[src/rtl/cnt_seq_ctrl_pkg.sv]
// cnt_seq_pkg: state encoding and direction constants shared by the sequencer
package cnt_seq_pkg;
  typedef enum logic [1:0] {
    ST_IDLE = 2'd0,
    ST_LOAD = 2'd1,
    ST_RUN  = 2'd2,
    ST_DONE = 2'd3
  } st_t;
  localparam logic DIR_UP   = 1'b1;
  localparam logic DIR_DOWN = 1'b0;
endpackage

[src/rtl/cnt_seq_ctrl_if.sv]
// cnt_seq_ctrl_if: command handshake, run controls and status of the sequencer
interface cnt_seq_ctrl_if #(parameter int N = 8, parameter int R = 4);
  logic         cmd_valid;
  logic         cmd_ready;
  logic [N-1:0] cmd_start;
  logic [N-1:0] cmd_end;
  logic         cmd_dir;
  logic [R-1:0] cmd_reps;
  logic         pause;
  logic         abort;
  logic [N-1:0] cnt;
  logic         busy;
  logic         tick;
  logic         done;
  logic [R-1:0] pass_idx;
  modport master (
    output cmd_valid, cmd_start, cmd_end, cmd_dir, cmd_reps, pause, abort,
    input  cmd_ready, cnt, busy, tick, done, pass_idx
  );
  modport slave (
    input  cmd_valid, cmd_start, cmd_end, cmd_dir, cmd_reps, pause, abort,
    output cmd_ready, cnt, busy, tick, done, pass_idx
  );
endinterface

[src/rtl/cnt_seq_ctrl_updown_cnt.sv]
// updown_cnt: loadable modulo up/down counter, load wins over enable
module updown_cnt #(parameter int N = 8) (
  input  logic         clk,
  input  logic         rst,
  input  logic         ld,
  input  logic [N-1:0] ld_val,
  input  logic         en,
  input  logic         up,
  output logic [N-1:0] cnt
);
  always_ff @(posedge clk)
    if (rst) cnt <= '0;
    else if (ld) cnt <= ld_val;
    else if (en) cnt <= up ? cnt + 1'b1 : cnt - 1'b1;
endmodule

[src/rtl/cnt_seq_ctrl.sv]
// cnt_seq_ctrl: runs programmed multi-pass count sequences on an up/down counter
module cnt_seq_ctrl import cnt_seq_pkg::*; #(parameter int N = 8, parameter int R = 4) (
  input logic           clk,
  input logic           rst,
  cnt_seq_ctrl_if.slave bus
);
  st_t          r_state;
  logic [N-1:0] r_start, r_end;
  logic         r_dir;
  logic [R-1:0] r_reps, r_pass;
  logic [N-1:0] w_cnt;
  logic         w_run, w_term, w_more, w_ld, w_en;
  assign w_run  = r_state == ST_RUN && !bus.pause && !bus.abort;
  assign w_term = w_cnt == r_end;
  assign w_more = r_pass < r_reps;
  // reloading on the terminal cycle keeps repeated passes back-to-back
  assign w_ld   = !bus.abort && (r_state == ST_LOAD || (w_run && w_term && w_more));
  assign w_en   = w_run && !w_term;
  assign bus.cmd_ready = r_state == ST_IDLE && !rst;
  assign bus.busy      = r_state != ST_IDLE;
  assign bus.tick      = w_run && w_term;
  assign bus.done      = r_state == ST_DONE && !bus.abort;
  assign bus.pass_idx  = r_pass;
  assign bus.cnt       = w_cnt;
  updown_cnt #(.N(N)) u_cnt (
    .clk(clk), .rst(rst), .ld(w_ld), .ld_val(r_start),
    .en(w_en), .up(r_dir == DIR_UP), .cnt(w_cnt)
  );
  always_ff @(posedge clk)
    if (rst) begin
      r_state <= ST_IDLE;
      r_start <= '0;
      r_end   <= '0;
      r_dir   <= DIR_UP;
      r_reps  <= '0;
      r_pass  <= '0;
    end else if (bus.abort) r_state <= ST_IDLE;
    else case (r_state)
      ST_IDLE: if (bus.cmd_valid) begin
        r_start <= bus.cmd_start;
        r_end   <= bus.cmd_end;
        r_dir   <= bus.cmd_dir;
        r_reps  <= bus.cmd_reps;
        r_pass  <= '0;
        r_state <= ST_LOAD;
      end
      ST_LOAD: r_state <= ST_RUN;
      ST_RUN: if (!bus.pause && w_term) begin
        if (w_more) r_pass <= r_pass + 1'b1;
        else r_state <= ST_DONE;
      end
      default: r_state <= ST_IDLE;
    endcase
endmodule

[src/flat_wrapper.sv]
// flat-port wrapper written by rule: the top's interface ports become plain ports
module cnt_seq_ctrl_flat import cnt_seq_pkg::*;
#(parameter int N = 8, parameter int R = 4)
  (clk, rst, bus_cmd_valid, bus_cmd_start, bus_cmd_end, bus_cmd_dir, bus_cmd_reps, bus_pause, bus_abort, bus_cmd_ready, bus_cnt, bus_busy, bus_tick, bus_done, bus_pass_idx);
  cnt_seq_ctrl_if #(.N(N), .R(R)) bus_i ();
  input logic clk;
  input logic rst;
  input wire logic [$bits(bus_i.cmd_valid)-1:0] bus_cmd_valid;
  input wire logic [$bits(bus_i.cmd_start)-1:0] bus_cmd_start;
  input wire logic [$bits(bus_i.cmd_end)-1:0] bus_cmd_end;
  input wire logic [$bits(bus_i.cmd_dir)-1:0] bus_cmd_dir;
  input wire logic [$bits(bus_i.cmd_reps)-1:0] bus_cmd_reps;
  input wire logic [$bits(bus_i.pause)-1:0] bus_pause;
  input wire logic [$bits(bus_i.abort)-1:0] bus_abort;
  output wire logic [$bits(bus_i.cmd_ready)-1:0] bus_cmd_ready;
  output wire logic [$bits(bus_i.cnt)-1:0] bus_cnt;
  output wire logic [$bits(bus_i.busy)-1:0] bus_busy;
  output wire logic [$bits(bus_i.tick)-1:0] bus_tick;
  output wire logic [$bits(bus_i.done)-1:0] bus_done;
  output wire logic [$bits(bus_i.pass_idx)-1:0] bus_pass_idx;
  assign bus_i.cmd_valid = bus_cmd_valid;
  assign bus_i.cmd_start = bus_cmd_start;
  assign bus_i.cmd_end = bus_cmd_end;
  assign bus_i.cmd_dir = bus_cmd_dir;
  assign bus_i.cmd_reps = bus_cmd_reps;
  assign bus_i.pause = bus_pause;
  assign bus_i.abort = bus_abort;
  assign bus_cmd_ready = bus_i.cmd_ready;
  assign bus_cnt = bus_i.cnt;
  assign bus_busy = bus_i.busy;
  assign bus_tick = bus_i.tick;
  assign bus_done = bus_i.done;
  assign bus_pass_idx = bus_i.pass_idx;
  cnt_seq_ctrl #(.N(N), .R(R)) u_core (.clk(clk), .rst(rst), .bus(bus_i));
endmodule
[config.mk]
export PLATFORM = sky130hd
export DESIGN_NAME = cnt_seq_ctrl_flat
export DESIGN_NICKNAME = d
export VERILOG_FILES = /design/src/rtl/cnt_seq_ctrl_pkg.sv /design/src/rtl/cnt_seq_ctrl_if.sv /design/src/rtl/cnt_seq_ctrl_updown_cnt.sv /design/src/rtl/cnt_seq_ctrl.sv /design/src/flat_wrapper.sv
export SDC_FILE = /design/constraint.sdc
export NUM_CORES = 1
export LEC_CHECK = 0
export CORE_MARGIN = 1.5
export CORE_UTILIZATION = 50
export DETAILED_ROUTE_END_ITERATION = 12
export HOLD_SLACK_MARGIN = 0.05
export PLACE_DENSITY = 0.78
export SYNTH_ARGS = -nofsm -noshare
export SYNTH_HDL_FRONTEND = slang
export SYNTH_HIERARCHICAL = 1
export SYNTH_SLANG_ARGS = --single-unit
[constraint.sdc]
create_clock -name clk -period 5.2 [get_ports clk]
set_input_delay 1.04 -clock clk [delete_from_list [all_inputs] [get_ports clk]]
set_output_delay 1.04 -clock clk [all_outputs]
set_load 0.01 [all_outputs]
Word-level counts from Yosys, hierarchy flattened --
Cells that the tools add are included.
Storage, ports and cells: flip-flop bits (word level) 35, input port bits 26, word-level logic and storage cells 53
Cells by class: add/subtract/negate cells 3, $lt $le $gt $ge 1, eq/ne operators 8, muxes and demuxes 11, bitwise gates (word level) 1, reduce and logical (&&, ||, !) cells 22
Operator list (count):
- $mux 8 | 3
- $mux 4 | 3
- $logic_and 1x1->1 | 9
- $add 8x1->8 const B | 1
- $eq 8x8->1 | 1
- $pmux 4 s2 | 1
- $sub 8x1->8 const B | 1
- $mux 2 | 3
- $ne 2x2->1 const B | 3
- $pmux 2 s3 | 1
- $reduce_and 3->1 | 2
- $reduce_bool 2->1 | 3
- $reduce_and 5->1 | 1
- $add 4x1->4 const B | 1
- $eq 2x2->1 const B | 2
- $logic_not 1->1 | 4
- $lt 4x4->1 | 1
- $eq 2x1->1 const B | 1
- $logic_not 2->1 | 1
- $ne 2x1->1 const B | 1
- $reduce_or 2->1 | 1
- $logic_or 1x1->1 | 1
- $not 1->1 | 1

Logic depth before layout (Yosys ltp) --
word-level depth 8, mapped depth 13, depth with buffers taken out 11

By module --
The synthesis kept the hierarchy.
By module, submodules not included:
- cnt_seq_ctrl | instances 1, cells an instance 175, area an instance 1406.3 µm², sequential area each 540.5 µm²
- updown_cnt | instances 1, cells an instance 85, area an instance 714.4 µm², sequential area each 160.2 µm²

Least setup slack after synthesis --
Ideal clock, no wire load.
path type input -> output, start point input port rst, end point output port bus_cmd_ready, data arrival time 1.673 ns, data required time 4.160 ns, path slack 2.487 ns, stages on the path 3, path through clkbuf_1 -> clkbuf_1 -> nor2_1
On the way: longest elaborated chain between the ends 2
Ends and longest elaborated chain:
- start, declared | RTL line flat_wrapper.sv:7 | input logic rst;
- $logic_not 1->1 | RTL line cnt_seq_ctrl.sv:19 | assign bus.cmd_ready = r_state == ST_IDLE && !rst;
- $logic_and 1x1->1 | RTL line cnt_seq_ctrl.sv:19
- end, declared | RTL line flat_wrapper.sv:15 | output wire logic [$bits(bus_i.cmd_ready)-1:0] bus_cmd_ready;
Every way passes these cells.

Final worst setup path --
start point input port bus_abort, end point output port bus_tick
On the way: longest elaborated chain between the ends 3
Ends and longest elaborated chain:
- start, declared | RTL line flat_wrapper.sv:14 | input wire logic [$bits(bus_i.abort)-1:0] bus_abort;
- $logic_not 1->1 | RTL line cnt_seq_ctrl.sv:13 | assign w_run = r_state == ST_RUN && !bus.pause && !bus.abort;
- $logic_and 1x1->1 | RTL line cnt_seq_ctrl.sv:13
- $logic_and 1x1->1 | RTL line cnt_seq_ctrl.sv:21 | assign bus.tick = w_run && w_term;
- end, declared | RTL line flat_wrapper.sv:18 | output wire logic [$bits(bus_i.tick)-1:0] bus_tick;
Every way passes these cells.

==> key figures <==
Layout
  • Fin cells: 349
  • Layout cell share with drive strength beyond 1: 7.692%
  • Filler cells: 360
  • # diodes: 0
  • Layout Nets: 339
  • Area growth syn-to-layout: 25.49%

STA
  • Period utilization: between 60% and 70%
  • Slew @ Worst Pin: 1192 ps
  • Setup total negative slack: 0 ps
  • Final setup viols: 0
  • Achievable clock frequency: 288.2 MHz
  • Fin crit period: 3470 ps
  • Fin. Hold Viols: 0
  • Setup Skew: 8.748 ps
  • Final Max Tran Viols: 0
  • Max-slew headroom: approximately 20%
  • Unrepaired setup endpoints after global routing: false

Clock tree
  • Hold_buf cts: 0
  • Clk sinks: 35
  • CTS clk-pin slew, worst paths: roughly 60 ps
  • Post-CTS sizing: 0
  • CTS Root Cell: clkbuf_8
  • Postcts setup bufs: 0
  • H-Tree Depth: 2
  • Max clock buf depth: 2
  • CTS tree: yes
  • Skew-Pair Late Insertion Delay: 290 ps
  • Clock buffer count from CTS: 5

Run
  • Max Cap Viol: 0

Critical path
  • Critical path type: input port to primary output
  • CP Launch Point: bus_abort
  • CP Launch Type: input port
  • Critical path fanouts, max: 9
  • Reg2reg path depth: 10
  • Critical Path AT: 2430 ps
  • Slowest CP cell: clkdlybuf4s50_1
  • Worst path required time: 4160 ps
  • CP top delay family: buffers and inverters
  • Setup crit end kind: primary output
  • Worst path depth: 3
  • CP endpoint: bus_tick
  • R2R Path Start: u_core/bus.pass_idx[2]
  • Cells along the critical path: clkdlybuf4s50_1 -> and3b_1 -> clkdlybuf4s50_1
  • FF-to-FF setup slack: 2530 ps
  • Crit-path max cell delay: around 580 ps
  • WP buf/inv: 2
  • Crit path top cell by count: clkdlybuf4s50_1
  • FF-to-FF End: u_core/u_cnt/cnt[6]

Power and ir drop
  • Peak supply drop: about 0.17 mV
  • Pwr/cell area: between 200 and 250 nW/um2
  • Pleak: 1.047 nW

Placed design
  • RePlAce Congestion: 0.8996
  • Dpl hpwl: 3348 um
  • PortBufs: 41
  • Placed Instances: 341

Synth
  • Synth top area share: between 30% and 40%
  • Avg Cell Area, Syn: 8.157 um2
  • Synth Register Bits: 35
  • Number of synthesized flops with an enable pin: 0
  • Prevailing post-synth register cell: dfxtp_1
  • Syn nets: 301
  • Ys async rst share: 0%
  • Synth warnings: 6
  • Mapped Area: around 2100 um2
  • Mapped Cells: between 200 and 300
  • Netlist cell types: 55
  • Register area share after synthesis: 33.04%
  • Cell taking the most area after synthesis: dfxtp_1
  • Dominant cells by area after synthesis: dfxtp_1, nand2_1, a21oi_1

Floorplan
  • Core Box Area: 4029 um2
  • Die height: 68.13 um
  • IO Pins: 42
  • Die Width: just under 70 um
  • Initial Util: between 50% and 60%
  • Core Rows: 23
  • Die area: between 4000 and 5000 um2

Global routing
  • Largest net degree at the start of global routing: 41
  • Initial antenna violation count: 0
  • GRT Resource Usage Total: 23.43%
  • Vias in the first global route: 1,754
  • GRT overflow: 0
  • First-pass GRT wire length: 8100 um

Drt
  • Routed wire length: 4652 um
  • DR pass1 iterations: 4
  • Drc violations: 0
  • Vias: 1,915
  • WL/cell: 13.33 um
  • Drt initial violations: around 100
  • Via density: 5.487
  • Detail Route Antenna Nets: 0

Outcome
  • Outcome: completed

Worst hold path
  • Min-delay worst type: flop to flop
[cells in the final DEF (no fill, tap or decap), drive strengths merged, types with 2 or more instances in the layout]
cell type	count
ha	14
xnor2	3
nand3b	4
o211ai	4
inv	8
clkdlybuf4s50	41
nor2b	4
o21ai	4
nor4	4
nand2b	3
nor3b	8
buf	3
nand2	51
o21a	5
nor2	16
a21oi	38
or4	2
a211oi	2
dfxtp	35
mux2i	3
or3b	3
a211o	2
clkbuf	8
or2	3
xor2	8
a31oi	3
[cell type report]
type | count | area [um2] | share of cell area [%]
clock buffer | 8 | 100.1 | 3.761
inverter | 9 | 33.78 | 1.269
multi-input combinational | 203 | 1331 | 50.02
sequential | 35 | 700.7 | 26.33
tap | 50 | 62.56 | 2.351
timing repair buffer | 44 | 432.9 | 16.27
[worst min-delay path by stage]
stage                      start                end  slack (ps)  cells after the start
6_report       u_core/r_start[3]  u_core/r_start[3]         460                      2
3_5_place_dp   u_core/r_start[7]  u_core/r_start[7]         450                      2
2_1_floorplan   u_core/r_reps[1]   u_core/r_reps[1]         440                      2
3_3_place_gp    u_core/r_reps[3]   u_core/r_reps[3]         440                      2
5_1_grt        u_core/r_start[3]  u_core/r_start[3]         490                      2
4_1_cts        u_core/r_start[7]  u_core/r_start[7]         460                      2
[kinds of logic (layout without fill, tap and decap cells)]
family	Yosys count	in the layout	synth area share (%)
compound gates	64	64	19.00
xor+xnor	11	11	4.543
fa+ha+maj	15	15	9.204
buf+inv	22	61	4.425
flops	35	35	33.04
mux	4	4	1.947
simple gates	109	109	27.85
[flip-flops by register name, summed over array words and instances (netlist names)]
signal	cells
u_core/u_cnt/cnt	8
u_core/r_dir	1
u_core/bus.pass_idx	4
u_core/r_end	8
u_core/r_reps	4
u_core/r_start	8
u_core/r_state	2
[routing by layer]
| layer | part of all wire [%] | track usage [%] | up-vias |
|---|---|---|---|
| met5 | 0 | 0 | - |
| met4 | 1.5 | 7.750 | 0 |
| met3 | 4.9 | 5.428 | 6 |
| met2 | 45 | 36.65 | 43 |
| met1 | 49 | 31.77 | 883 |
| li1 | - | - | 983 |
[cells in the mapped netlist (4+ instances only)]
cell / count
a21oi_1: 38
clkbuf_1: 11
dfxtp_1: 35
ha_1: 14
inv_1: 7
nand2_1: 51
nand3b_1: 4
nor2_1: 16
nor2b_1: 4
nor3b_1: 7
o21a_1: 5
xor2_1: 8
[through the flow]
stage          utilization, %  instance area [um2]  worst slack, ps   power, W  hold WS [ps]
2_1_floorplan               -                 2121             2487  0.0003624         436.3
3_3_place_gp            63.57                 2561             1743  0.0003992         443.2
4_1_cts                 66.06                 2661             1732  0.0006166         457.1
6_report                66.06                 2661             1730  0.0006116         457.2
5_1_grt                 66.06                 2661             1668  0.0006428         485.3
3_5_place_dp            63.57                 2561             1735  0.0004013         447.9
[tightest hold or removal path: stages, from the launching register on]
cell and delay (ps):
dfxtp_1 310, nand2_1 50, a21oi_1 50
[report_power, final]
part	internal [W]	switching, W
combinational	0.0000524	0.0000576
clock	0.000121	0.0000943
sequential	0.000279	0.00000781
Note: power is estimated with default switching activity, not from simulation.
